<file path="src/rtl/ekf_stage_sched_if.sv">
// Handshake bundle between a stage requester / PE configurator and the EKF stage scheduler.
// The scheduler connects through the slave modport; the requester side uses master.
interface ekf_stage_sched_if #(
    parameter int unsigned LM_AW = 9
);
    logic [2:0]       req_val;
    logic [LM_AW-1:0] req_lm_id;
    logic             req_rdy;
    logic [2:0]       stage_val;
    logic [2:0]       stage_rdy;
    logic [LM_AW-1:0] cur_lm_id;
    logic [LM_AW-1:0] landmark_num;
    logic             done_val;
    logic [2:0]       done_stage;
    logic [1:0]       done_err;

    modport master (
        output req_val, req_lm_id, stage_rdy,
        input  req_rdy, stage_val, cur_lm_id, landmark_num, done_val, done_stage, done_err
    );

    modport slave (
        input  req_val, req_lm_id, stage_rdy,
        output req_rdy, stage_val, cur_lm_id, landmark_num, done_val, done_stage, done_err
    );
endinterface

</file>
<file path="src/rtl/ekf_stage_sched.sv">
// EKF stage scheduler: accepts PRD/NEW/UPD requests, issues one-hot stage commands to the
// PE configurator, tracks the landmark count and reports completion status.
// Optional stage watchdog is compiled in when STAGE_TIMEOUT_EN is defined.
module ekf_stage_sched #(
    parameter int unsigned MAX_LANDMARK = 500,
    parameter int unsigned LM_AW        = 9,
    parameter int unsigned TIMEOUT_CYC  = 4096
) (
    input logic              clk,
    input logic              sys_rst,
    ekf_stage_sched_if.slave bus
);

    typedef enum logic [1:0] {StIdle, StIssue, StWait, StDone} state_e;

    localparam logic [2:0] StgPrd = 3'b001;
    localparam logic [2:0] StgNew = 3'b010;
    localparam logic [2:0] StgUpd = 3'b100;

    localparam logic [1:0] ErrOk      = 2'b00;
    localparam logic [1:0] ErrFull    = 2'b01;
    localparam logic [1:0] ErrBadId   = 2'b10;
    localparam logic [1:0] ErrTimeout = 2'b11;

    localparam logic [LM_AW-1:0] MaxLm = LM_AW'(MAX_LANDMARK);

    state_e           state_q, state_d;
    logic [2:0]       stage_q, stage_d;
    logic [LM_AW-1:0] lm_id_q, lm_id_d;
    logic [1:0]       err_q, err_d;
    logic [LM_AW-1:0] landmark_num_q, landmark_num_d;
    logic             accept;

`ifdef STAGE_TIMEOUT_EN
    localparam int unsigned CntW = ($clog2(TIMEOUT_CYC) > 0) ? $clog2(TIMEOUT_CYC) : 1;
    localparam logic [CntW-1:0] CntLast = CntW'(TIMEOUT_CYC - 1);
    logic [CntW-1:0] cnt_q, cnt_d;
`else
    // Watchdog limit has no effect in this build.
    logic unused_timeout_cyc;
    assign unused_timeout_cyc = ^TIMEOUT_CYC;
`endif

    // Only all-ready counts as ready; mixed status codes are treated as busy.
    assign bus.req_rdy      = (state_q == StIdle) && (bus.stage_rdy == 3'b111) && !sys_rst;
    assign accept           = bus.req_rdy && (bus.req_val != 3'b000);
    assign bus.stage_val    = (state_q == StIssue) ? stage_q : 3'b000;
    assign bus.cur_lm_id    = lm_id_q;
    assign bus.landmark_num = landmark_num_q;
    assign bus.done_val     = (state_q == StDone);
    assign bus.done_stage   = (state_q == StDone) ? stage_q : 3'b000;
    assign bus.done_err     = (state_q == StDone) ? err_q : ErrOk;

    // Next-state: request selection and validation, issue handshake, completion bookkeeping.
    always_comb begin
        state_d        = state_q;
        stage_d        = stage_q;
        lm_id_d        = lm_id_q;
        err_d          = err_q;
        landmark_num_d = landmark_num_q;
`ifdef STAGE_TIMEOUT_EN
        cnt_d          = cnt_q;
`endif
        unique case (state_q)
            StIdle: begin
                if (accept) begin
`ifdef STAGE_TIMEOUT_EN
                    cnt_d = '0;
`endif
                    // Fixed priority PRD > NEW > UPD; losing requests are dropped.
                    if (bus.req_val[0]) begin
                        stage_d = StgPrd;
                        lm_id_d = '0;
                        err_d   = ErrOk;
                        state_d = StIssue;
                    end else if (bus.req_val[1]) begin
                        stage_d = StgNew;
                        lm_id_d = landmark_num_q;
                        if (landmark_num_q == MaxLm) begin
                            err_d   = ErrFull;
                            state_d = StDone;
                        end else begin
                            err_d   = ErrOk;
                            state_d = StIssue;
                        end
                    end else begin
                        stage_d = StgUpd;
                        lm_id_d = bus.req_lm_id;
                        if (bus.req_lm_id >= landmark_num_q) begin
                            err_d   = ErrBadId;
                            state_d = StDone;
                        end else begin
                            err_d   = ErrOk;
                            state_d = StIssue;
                        end
                    end
                end
            end
            StIssue: begin
                if (bus.stage_rdy == 3'b000) state_d = StWait;
            end
            StWait: begin
                if (bus.stage_rdy == 3'b111) state_d = StDone;
            end
            StDone: begin
                state_d = StIdle;
                if (stage_q == StgNew && err_q == ErrOk && landmark_num_q != MaxLm) begin
                    landmark_num_d = landmark_num_q + LM_AW'(1);
                end
            end
            default: state_d = StIdle;
        endcase
`ifdef STAGE_TIMEOUT_EN
        // Watchdog covers the whole ISSUE+WAIT span and overrides the handshake.
        if (state_q == StIssue || state_q == StWait) begin
            cnt_d = cnt_q + CntW'(1);
            if (cnt_q == CntLast) begin
                state_d = StDone;
                err_d   = ErrTimeout;
            end
        end
`endif
    end

    // State register with synchronous reset; reset aborts any stage in flight.
    always_ff @(posedge clk) begin
        if (sys_rst) begin
            state_q        <= StIdle;
            stage_q        <= 3'b000;
            lm_id_q        <= '0;
            err_q          <= ErrOk;
            landmark_num_q <= '0;
`ifdef STAGE_TIMEOUT_EN
            cnt_q          <= '0;
`endif
        end else begin
            state_q        <= state_d;
            stage_q        <= stage_d;
            lm_id_q        <= lm_id_d;
            err_q          <= err_d;
            landmark_num_q <= landmark_num_d;
`ifdef STAGE_TIMEOUT_EN
            cnt_q          <= cnt_d;
`endif
        end
    end

endmodule

</file>
<file path="src/flat_wrapper.sv">
// flat-port wrapper written by rule: the top's interface ports become plain ports
module ekf_stage_sched_flat 
#(
    parameter int unsigned MAX_LANDMARK = 500,
    parameter int unsigned LM_AW        = 9,
    parameter int unsigned TIMEOUT_CYC  = 4096
)
  (clk, sys_rst, bus_req_val, bus_req_lm_id, bus_stage_rdy, bus_req_rdy, bus_stage_val, bus_cur_lm_id, bus_landmark_num, bus_done_val, bus_done_stage, bus_done_err);
  ekf_stage_sched_if #(.LM_AW(LM_AW)) bus_i ();
  input logic clk;
  input logic sys_rst;
  input wire logic [$bits(bus_i.req_val)-1:0] bus_req_val;
  input wire logic [$bits(bus_i.req_lm_id)-1:0] bus_req_lm_id;
  input wire logic [$bits(bus_i.stage_rdy)-1:0] bus_stage_rdy;
  output wire logic [$bits(bus_i.req_rdy)-1:0] bus_req_rdy;
  output wire logic [$bits(bus_i.stage_val)-1:0] bus_stage_val;
  output wire logic [$bits(bus_i.cur_lm_id)-1:0] bus_cur_lm_id;
  output wire logic [$bits(bus_i.landmark_num)-1:0] bus_landmark_num;
  output wire logic [$bits(bus_i.done_val)-1:0] bus_done_val;
  output wire logic [$bits(bus_i.done_stage)-1:0] bus_done_stage;
  output wire logic [$bits(bus_i.done_err)-1:0] bus_done_err;
  assign bus_i.req_val = bus_req_val;
  assign bus_i.req_lm_id = bus_req_lm_id;
  assign bus_i.stage_rdy = bus_stage_rdy;
  assign bus_req_rdy = bus_i.req_rdy;
  assign bus_stage_val = bus_i.stage_val;
  assign bus_cur_lm_id = bus_i.cur_lm_id;
  assign bus_landmark_num = bus_i.landmark_num;
  assign bus_done_val = bus_i.done_val;
  assign bus_done_stage = bus_i.done_stage;
  assign bus_done_err = bus_i.done_err;
  ekf_stage_sched #(.MAX_LANDMARK(MAX_LANDMARK), .LM_AW(LM_AW), .TIMEOUT_CYC(TIMEOUT_CYC)) u_core (.clk(clk), .sys_rst(sys_rst), .bus(bus_i));
endmodule
</file>
<file path="config.mk">
export PLATFORM = sky130hd
export DESIGN_NAME = ekf_stage_sched_flat
export DESIGN_NICKNAME = d
export VERILOG_FILES = /design/src/rtl/ekf_stage_sched_if.sv /design/src/rtl/ekf_stage_sched.sv /design/src/flat_wrapper.sv
export SDC_FILE = /design/constraint.sdc
export NUM_CORES = 1
export LEC_CHECK = 0
export ABC_AREA = 1
export CAP_MARGIN = 20
export CORE_MARGIN = 2
export CORE_UTILIZATION = 50
export CTS_BUF_LIST = sky130_fd_sc_hd__clkbuf_4
export CTS_CLUSTER_SIZE = 12
export DETAILED_ROUTE_END_ITERATION = 16
export GPL_TIMING_DRIVEN = 0
export PLACE_DENSITY = 0.86
export SETUP_SLACK_MARGIN = 0.15
export SLEW_MARGIN = 20
export SYNTH_ARGS = -nofsm -noshare
export SYNTH_HDL_FRONTEND = slang
export SYNTH_SLANG_ARGS = --single-unit
</file>
<file path="constraint.sdc">
create_clock -name clk -period 2.2 [get_ports clk]
set_clock_uncertainty 0.2 [all_clocks]
set_input_delay 0.44 -clock clk [delete_from_list [all_inputs] [get_ports clk]]
set_output_delay 0.44 -clock clk [all_outputs]
set_load 0.02 [all_outputs]
</file>
==> flow_summary.rst, run 1 <==
.. list-table::
   :header-rows: 1

   * - Metric
     - Value
   * - RR Startpoint
     - u_core.bus.landmark_num[2]$_SDFFE_PP0P_
   * - Run status
     - completed
   * - Share of the synthesized area in compound gates (AO/OA/AOI/OAI)
     - 0.114
   * - Portion of total power attributed to the clock network
     - 0.200
   * - Highest net fanout along the worst path
     - 2
   * - Clock-pin slew on the worst setup and hold paths
     - 0.13 ns
   * - Min-delay worst type
     - in2reg
   * - Layout Area Growth over Synthesis
     - 32.2%
   * - Multiplexer share of the synthesized area
     - 0
   * - Detailed-placement wirelength estimate
     - 3160 um
   * - Leak
     - 1.02 nW
   * - Power density over the cells
     - 492 nW/um^2
   * - Number of cells produced by synthesis
     - 233
   * - Sequential share of the synthesized area
     - 0.297
   * - DRT iter0 DRCs
     - 83
   * - Proportion of power drawn by flip-flops and latches
     - 0.453
   * - Count of final max-slew check failures
     - 0
   * - Final core utilization
     - 0.678
   * - CTS Hold Bufs
     - 0
   * - Length in cells of the worst reg-to-reg path
     - 12
   * - Residual DRC count
     - 0
   * - Mapped Area
     - 1690 sq um
   * - Die width
     - 62.1 um
   * - Total detailed-routing wirelength
     - 4130 um
   * - Cells taking the most area after synthesis
     - sky130_fd_sc_hd__dfxtp_1 30%, sky130_fd_sc_hd__nand2_1 14%, sky130_fd_sc_hd__ha_1 12%
   * - Logic pwr share
     - 0.346
   * - Commonest cells after routing, fill and taps aside
     - 63 x sky130_fd_sc_hd__nand2_1, 29 x sky130_fd_sc_hd__inv_1, 24 x sky130_fd_sc_hd__clkdlybuf4s50_1
   * - Clock latency on the worst-skew pair
     - 0.32 ns
   * - Worst setup startpoint
     - bus_stage_rdy[0]
   * - Post-synthesis xor/xnor area fraction
     - 0.0260
   * - Class of the most critical setup path
     - in2out
   * - Simple-gate area share of the yosys netlist
     - 0.330
   * - Via count of the first global-routing pass
     - 1,412
   * - Sw frac
     - 0.346
   * - Sort of element at the start of the critical path
     - primary input
   * - Worst slew pin tran
     - 0.538 ns
   * - Required time at the worst-slack endpoint
     - 1.56 ns
   * - Setup slack on the worst flop-to-flop path
     - 0.28 ns
   * - Wire length of the first global-routing pass
     - 6430 um
   * - Final worst path period need
     - 2.03 ns
   * - Wire length per cell after detailed routing
     - 12.6 um
   * - Number of nets in the final layout
     - 315
   * - Clock Tree Buf Depth
     - 2
   * - Count of port buffers added during placement
     - 43
   * - Number of H-tree branching levels
     - 1
   * - Routed length on met3
     - 196 um
   * - Post-Place Cells
     - 322
   * - Worst Setup EP
     - bus_req_rdy
   * - Number of optimization iterations in the first detailed-route pass
     - 4
   * - Final setup fails
     - 0
   * - Worst Path Arrival
     - 1.39 ns
   * - Synthesized-area fraction occupied by adder cells
     - 0.119
   * - Top-level port count
     - 45
   * - Max_slew headroom
     - 0.641
   * - Unrepaired setup endpoints after global routing
     - yes
   * - All-Layer GR Usage
     - 0.228
   * - Number of warnings reported in the yosys synthesis log
     - 0
   * - Post-detailed-route via-to-cell ratio
     - 5.04
   * - Design Area, Final
     - 2230 sq um
   * - Number of antenna violations at the first check in global routing
     - 0
   * - Critical Path Sink Type
     - primary output
   * - Routability cong.
     - 0.850
   * - Switching power
     - 0.379 mW
   * - Share of post-route cells with drive strength above 1
     - 0.174
   * - Detailed-route wire length on metal 1
     - 1950 um
   * - Std-Cell Core Area
     - 3280 sq um
   * - Post-Syn Nets
     - 266
   * - Internal Power
     - 0.718 mW
   * - Clock net sink count
     - 25
   * - Count of endpoints failing hold in the final timing report
     - 0
   * - Post-synthesis area per instance
     - 7.23 sq um
   * - Flip-flop and latch count after synthesis
     - 25
   * - Via count of the routed design
     - 1,648
   * - Max IR drop VDD
     - 0.492 mV
   * - Post-route clock period utilization
     - 0.922
   * - Met2 wire length
     - 1920 um
   * - Die Footprint
     - 3850 sq um
   * - Critical R2R Capture
     - u_core.state_q[1]$_SDFFE_PP0P_
   * - TritonCTS clock tree
     - done
   * - Effective utilization at floorplan
     - 0.513
   * - Total CTS buffers
     - 3
   * - Post-placement cell area
     - 2170 sq um
   * - Final non-filler cell total
     - 327
   * - Biggest area consumer among synthesized cells
     - sky130_fd_sc_hd__dfxtp_1
   * - Standard-cell rows
     - 21
   * - Root buffer cell
     - sky130_fd_sc_hd__clkbuf_4
   * - Main combinational cell family by area after synthesis
     - simple AND/OR/NAND/NOR gates
   * - # diodes
     - 0
   * - Pin count of the biggest net entering global routing
     - 14
   * - Residual overflow from global routing
     - 0
   * - Top Metal Used
     - met4
   * - Antenna violation net count after detailed routing
     - 0
   * - Count of different cell masters after synthesis
     - 29
   * - Total negative slack
     - 0 ns
   * - Top cell type's share of synthesized area
     - 0.297
   * - Total Power Consumption
     - 1.10 mW
   * - Maximum capacitance violations
     - 0
   * - Highest achievable clock rate
     - 493 MHz
   * - Commonest non-fill, non-tap cell in the layout
     - sky130_fd_sc_hd__nand2_1
   * - Die Ht
     - 62.1 um
-- metal layers --
layer,vias to the layer above,global-route usage
li1,852,-
met2,48,0.371
met1,743,0.316
met4,0,0.0821
met5,-,0
met3,5,0.0186
-- power by group through the flow --
| stage | registers, mW | logic [mW] | clock network (mW) |
|---|---|---|---|
| final | 0.497 | 0.380 | 0.220 |
| after global routing | 0.503 | 0.427 | 0.251 |
| after floorplan | 0.501 | 0.271 | 0 |
| after detailed placement | 0.503 | 0.367 | 0 |
| after CTS | 0.494 | 0.373 | 0.226 |
| after global placement | 0.502 | 0.355 | 0 |
-- cells by family (layout without fill, tap and decap cells) --
group / Yosys count / count (layout)
and+or+nand+nor: 115 / 115
adders and majority gates: 16 / 16
buffers and inverters: 40 / 88
DFF: 25 / 25
xor gates and xnor gates: 5 / 5
AOI/OAI and AO/OA: 32 / 32
-- through the flow --
stage	hold WS [ns]	worst slack (ns)
2_1_floorplan	0.256	0.430
3_3_place_gp	0.269	-0.441
3_5_place_dp	0.271	-0.458
4_1_cts	0.122	0.151
5_1_grt	0.104	0.0952
6_report	0.131	0.172
-- what timing repair did --
action,CTS,global route
setup endpoints to repair,14,17
pin swaps,1,0
gates resized for setup,34,12
buffers inserted,1,0
-- worst min-delay path by stage --
stage / from / endpoint / slack, ns / depth (start not counted)
2_1_floorplan: u_core.stage_q[1]$_SDFFE_PP0P_ / u_core.stage_q[1]$_SDFFE_PP0P_ / 0.26 / 2
3_3_place_gp: u_core.bus.cur_lm_id[4]$_SDFFE_PP0P_ / u_core.bus.cur_lm_id[4]$_SDFFE_PP0P_ / 0.27 / 2
3_5_place_dp: u_core.bus.cur_lm_id[6]$_SDFFE_PP0P_ / u_core.bus.cur_lm_id[6]$_SDFFE_PP0P_ / 0.27 / 2
4_1_cts: sys_rst / u_core.bus.cur_lm_id[2]$_SDFFE_PP0P_ / 0.12 / 2
5_1_grt: sys_rst / u_core.bus.cur_lm_id[5]$_SDFFE_PP0P_ / 0.10 / 2
6_report: sys_rst / u_core.bus.cur_lm_id[2]$_SDFFE_PP0P_ / 0.13 / 2
-- synthesized netlist by cell type --
cell type / instances
sky130_fd_sc_hd__dfxtp_1: 25
sky130_fd_sc_hd__nand2_1: 63
sky130_fd_sc_hd__nor3_1: 7
sky130_fd_sc_hd__inv_4: 1
sky130_fd_sc_hd__nand2_2: 2
sky130_fd_sc_hd__a21o_1: 1
sky130_fd_sc_hd__buf_6: 1
sky130_fd_sc_hd__inv_2: 3
sky130_fd_sc_hd__and3_1: 1
sky130_fd_sc_hd__nor3_2: 1
sky130_fd_sc_hd__a21oi_2: 2
sky130_fd_sc_hd__nor2_2: 1
sky130_fd_sc_hd__a31oi_1: 8
sky130_fd_sc_hd__nor2_1: 13
sky130_fd_sc_hd__buf_12: 1
sky130_fd_sc_hd__xor2_1: 5
sky130_fd_sc_hd__nand3_1: 16
sky130_fd_sc_hd__clkinv_4: 1
sky130_fd_sc_hd__clkbuf_1: 1
sky130_fd_sc_hd__ha_1: 16
sky130_fd_sc_hd__nand3_2: 9
sky130_fd_sc_hd__o21ai_4: 1
sky130_fd_sc_hd__o21ai_1: 2
sky130_fd_sc_hd__nor2_8: 1
sky130_fd_sc_hd__o21ai_0: 5
sky130_fd_sc_hd__nand2_4: 1
sky130_fd_sc_hd__inv_1: 29
sky130_fd_sc_hd__buf_4: 3
sky130_fd_sc_hd__a21oi_1: 13
-- flip-flops by register name (all words and copies together) (netlist names) --
register and cells:
u_core.state_q 2, u_core.err_q 2, u_core.bus.landmark_num 9, u_core.stage_q 3
u_core.bus.cur_lm_id 9
-- worst max-delay path, cell delays in order --
cell and delay (ns):
sky130_fd_sc_hd__clkdlybuf4s50_1 0.53, sky130_fd_sc_hd__nand3_4 0.12, sky130_fd_sc_hd__nor2_8 0.13, sky130_fd_sc_hd__buf_2 0.17
-- final cells by class --
class / instances / area (sq um)
sequential: 25 / 503
fill: 286 / 1060
tap: 46 / 57.6
clock buffer: 4 / 30.0
multi-input combinational: 168 / 1010
timing repair buffer: 44 / 430
buffer: 6 / 57.6
inverter: 34 / 135
Power figures use the tool's default switching activity.
==> inputs of run 2 (changes only) <==
Settings changed: GPL_TIMING_DRIVEN 0 to 1.
==> run 2 against run 1 <==
Utilization increased by 0.69 points. Critical path depth stayed put. Hold slack improved by 0.17 ns. Non-clock buffer count grew 6.
==> flow_summary.rst, run 2 (same netlist as run 1, synthesis figures left out) <==
.. list-table::
   :header-rows: 1

   * - Metric
     - Value
   * - Run status
     - completed (unchanged)
   * - Setup slack on the worst flop-to-flop path
     - 0.30 ns (was 0.28 ns)
   * - Number of antenna violations at the first check in global routing
     - 0 (unchanged)
   * - Layout Area Growth over Synthesis
     - 33.6% (was 32.2%)
   * - Worst-case setup margin in the final layout
     - 0.161 ns (was 0.172 ns)
   * - Total detailed-routing wirelength
     - 4030 um (was 4130 um)
   * - Die Footprint
     - 3850 sq um (unchanged)
   * - Portion of total power attributed to the clock network
     - 0.200 (about the same)
   * - Maximum capacitance violations
     - 0 (unchanged)
   * - Min-delay worst type
     - reg2reg (was in2reg)
   * - Number of nets in the final layout
     - 321 (was 315)
   * - Count of port buffers added during placement
     - 44 (was 43)
   * - Via count of the first global-routing pass
     - 1,454 (was 1,412)
   * - Post-detailed-route via-to-cell ratio
     - 5.07 (was 5.04)
   * - Hold path depth
     - 2 (unchanged)
   * - Via count of the routed design
     - 1,689 (was 1,648)
   * - DRT iter0 DRCs
     - 99 (was 83)
   * - Number of optimization iterations in the first detailed-route pass
     - 5 (was 4)
   * - Count of final max-slew check failures
     - 0 (unchanged)
   * - Commonest non-fill, non-tap cell in the layout
     - sky130_fd_sc_hd__nand2_1 (unchanged)
   * - Effective utilization at floorplan
     - 0.513 (unchanged)
   * - Die width
     - 62.1 um (unchanged)
   * - Highest net fanout along the worst path
     - 4 (was 2)
   * - Die Ht
     - 62.1 um (unchanged)
   * - Endpoint with the worst hold slack
     - u_core.bus.cur_lm_id[4]$_SDFFE_PP0P_ (was u_core.bus.cur_lm_id[2]$_SDFFE_PP0P_)
   * - Filler instances
     - 277 (was 286)
   * - Unrepaired setup endpoints after global routing
     - yes (unchanged)
   * - Top-level port count
     - 45 (unchanged)
   * - Worst path cell trace
     - clkdlybuf4s50_1 > nand3_2 > nor2_8 > buf_2 (was clkdlybuf4s50_1 > nand3_4 > nor2_8 > buf_2)
   * - TritonCTS clock tree
     - done (unchanged)
   * - Logic pwr share
     - 0.347 (was 0.346)
   * - Required time at the worst-slack endpoint
     - 1.56 ns (about the same)
   * - Residual overflow from global routing
     - 0 (unchanged)
   * - Wire length of the first global-routing pass
     - 6510 um (was 6430 um)
   * - Max IR drop VDD
     - 0.363 mV (was 0.492 mV)
   * - Proportion of power drawn by flip-flops and latches
     - 0.453 (about the same)
   * - Detailed-placement wirelength estimate
     - 3330 um (was 3160 um)
   * - Critical Path Sink Type
     - primary output (unchanged)
   * - Class of the most critical setup path
     - in2out (unchanged)
   * - # diodes
     - 0 (unchanged)
   * - Length in cells of the worst reg-to-reg path
     - 11 (was 12)
   * - Antenna violation net count after detailed routing
     - 0 (unchanged)
   * - Residual DRC count
     - 0 (unchanged)
   * - Final worst path period need
     - 2.04 ns (was 2.03 ns)
   * - RR Startpoint
     - u_core.state_q[0]$_SDFFE_PP0P_ (was u_core.bus.landmark_num[2]$_SDFFE_PP0P_)
   * - Clock net sink count
     - 25 (unchanged)
   * - Stage delay of the slowest cell on the critical path
     - 0.50 ns (was 0.53 ns)
   * - Sort of element at the start of the critical path
     - primary input (unchanged)
   * - Worst Path Arrival
     - 1.40 ns (was 1.39 ns)
   * - Count of buffers added by post-CTS timing repair for setup
     - 0 (was 1)
   * - All-Layer GR Usage
     - 0.228 (about the same)
   * - Switching power
     - 0.372 mW (was 0.379 mW)
   * - Post-route clock period utilization
     - 0.927 (was 0.922)
   * - Clock-pin slew on the worst setup and hold paths
     - 0.14 ns (was 0.13 ns)
   * - Worst-path cell with the longest stage delay
     - sky130_fd_sc_hd__clkdlybuf4s50_1 (unchanged)
   * - Max_slew headroom
     - 0.796 (was 0.641)
   * - Worst setup startpoint
     - bus_stage_rdy[1] (was bus_stage_rdy[0])
   * - Total CTS buffers
     - 3 (unchanged)
   * - Highest achievable clock rate
     - 490 MHz (was 493 MHz)
   * - Sw frac
     - 0.339 (was 0.346)
   * - Clock latency on the worst-skew pair
     - 0.32 ns (about the same)
   * - Share of post-route cells with drive strength above 1
     - 0.188 (was 0.174)
   * - Number of H-tree branching levels
     - 1 (unchanged)
   * - Wire length per cell after detailed routing
     - 12.1 um (was 12.6 um)
   * - Power density over the cells
     - 487 nW/um^2 (was 492 nW/um^2)
   * - Post-CTS resize count
     - 30 (was 34)
   * - Internal Power
     - 0.725 mW (was 0.718 mW)
   * - Leak
     - 1.07 nW (was 1.02 nW)
   * - Root buffer cell
     - sky130_fd_sc_hd__clkbuf_4 (unchanged)
   * - Final core utilization
     - 0.685 (was 0.678)
   * - Post-Place Cells
     - 329 (was 322)
   * - Commonest cells after routing, fill and taps aside
     - 63 x sky130_fd_sc_hd__nand2_1, 29 x sky130_fd_sc_hd__inv_1, 25 x sky130_fd_sc_hd__clkdlybuf4s50_1 (was 63 x sky130_fd_sc_hd__nand2_1, 29 x sky130_fd_sc_hd__inv_1, 24 x sky130_fd_sc_hd__clkdlybuf4s50_1)
   * - Pin count of the biggest net entering global routing
     - 19 (was 14)
   * - CTS Hold Bufs
     - 0 (unchanged)
   * - Final setup fails
     - 0 (unchanged)
   * - Hold Startpoint
     - u_core.bus.cur_lm_id[4]$_SDFFE_PP0P_ (was sys_rst)
   * - Worst slew pin tran
     - 0.305 ns (was 0.538 ns)
   * - Count of endpoints failing hold in the final timing report
     - 0 (unchanged)
   * - Critical R2R Capture
     - u_core.bus.cur_lm_id[0]$_SDFFE_PP0P_ (was u_core.state_q[1]$_SDFFE_PP0P_)
   * - Clock Tree Buf Depth
     - 2 (unchanged)
   * - Routability cong.
     - 0.831 (was 0.850)
   * - Final non-filler cell total
     - 333 (was 327)
   * - Dpl ws
     - -0.359 ns (was -0.458 ns)
   * - Standard-cell rows
     - 21 (unchanged)
   * - Std-Cell Core Area
     - 3280 sq um (unchanged)
run 2: cell types whose count changed in the layout (fill, tap and decap cells not counted):
cell	previous run	this run
sky130_fd_sc_hd__nor2_1	12	13
sky130_fd_sc_hd__buf_4	4	11
sky130_fd_sc_hd__dlygate4sd2_1	5	4
sky130_fd_sc_hd__nand3_2	9	10
sky130_fd_sc_hd__clkbuf_2	3	6
sky130_fd_sc_hd__dlymetal6s2s_1	5	6
sky130_fd_sc_hd__clkdlybuf4s50_1	24	25
sky130_fd_sc_hd__clkbuf_1	1	0
sky130_fd_sc_hd__clkdlybuf4s15_2	5	2
sky130_fd_sc_hd__nand3_4	1	0
sky130_fd_sc_hd__buf_6	1	0
sky130_fd_sc_hd__nor2_2	2	1
run 2: power by group through the flow:
| stage | Combinational, mW | Sequential (mW) | Clock (mW) |
|---|---|---|---|
| 2_1_floorplan | 0.271 | 0.501 | 0 |
| 3_3_place_gp | 0.361 | 0.502 | 0 |
| 3_5_place_dp | 0.376 | 0.503 | 0 |
| 4_1_cts | 0.381 | 0.494 | 0.225 |
| 5_1_grt | 0.422 | 0.500 | 0.252 |
| 6_report | 0.380 | 0.497 | 0.220 |
run 2: critical path: cells and delay by family:
family	cells	cell delay, ns
buffers and inverters	2	0.67
AND/OR/NAND/NOR	2	0.28
run 2: layout make-up:
| cell class | instances | area, sq um | share of cell area |
|---|---|---|---|
| Timing Repair Buffer | 56 | 520 | 0.231 |
| Sequential cell | 25 | 503 | 0.223 |
| Clock buffer | 4 | 30.0 | 0.0133 |
| Tap cell | 46 | 57.6 | 0.0256 |
| Multi-Input combinational cell | 168 | 1000 | 0.446 |
| Inverter | 34 | 135 | 0.0600 |
run 2: worst max-delay path by stage:
stage | slack (ns) | to | cells after the start
4_1_cts | 0.15 | bus_stage_val[2] | 5
3_3_place_gp | -0.33 | bus_req_rdy | 4
6_report | 0.16 | bus_req_rdy | 4
2_1_floorplan | 0.43 | u_core.state_q[1]$_SDFFE_PP0P_ | 12
5_1_grt | 0.08 | bus_req_rdy | 5
3_5_place_dp | -0.36 | bus_req_rdy | 4
run 2: metal layers:
layer  GRT usage  vias up  part of all wire
li1            -      867                 -
met1       0.321      756              0.45
met2       0.366       57              0.47
met3      0.0269        9             0.063
met4      0.0669        0             0.016
met5           0        -                 0
run 2: metrics by stage:
stage	hold slack [ns]	total power, mW	setup TNS, ns	instance area [sq um]
6_report	0.297	1.10	0	2250
5_1_grt	0.312	1.17	0	2250
4_1_cts	0.299	1.10	0	2260
3_5_place_dp	0.276	0.879	-1.47	2230
3_3_place_gp	0.273	0.863	-0.753	2230
2_1_floorplan	0.256	0.772	0	1690
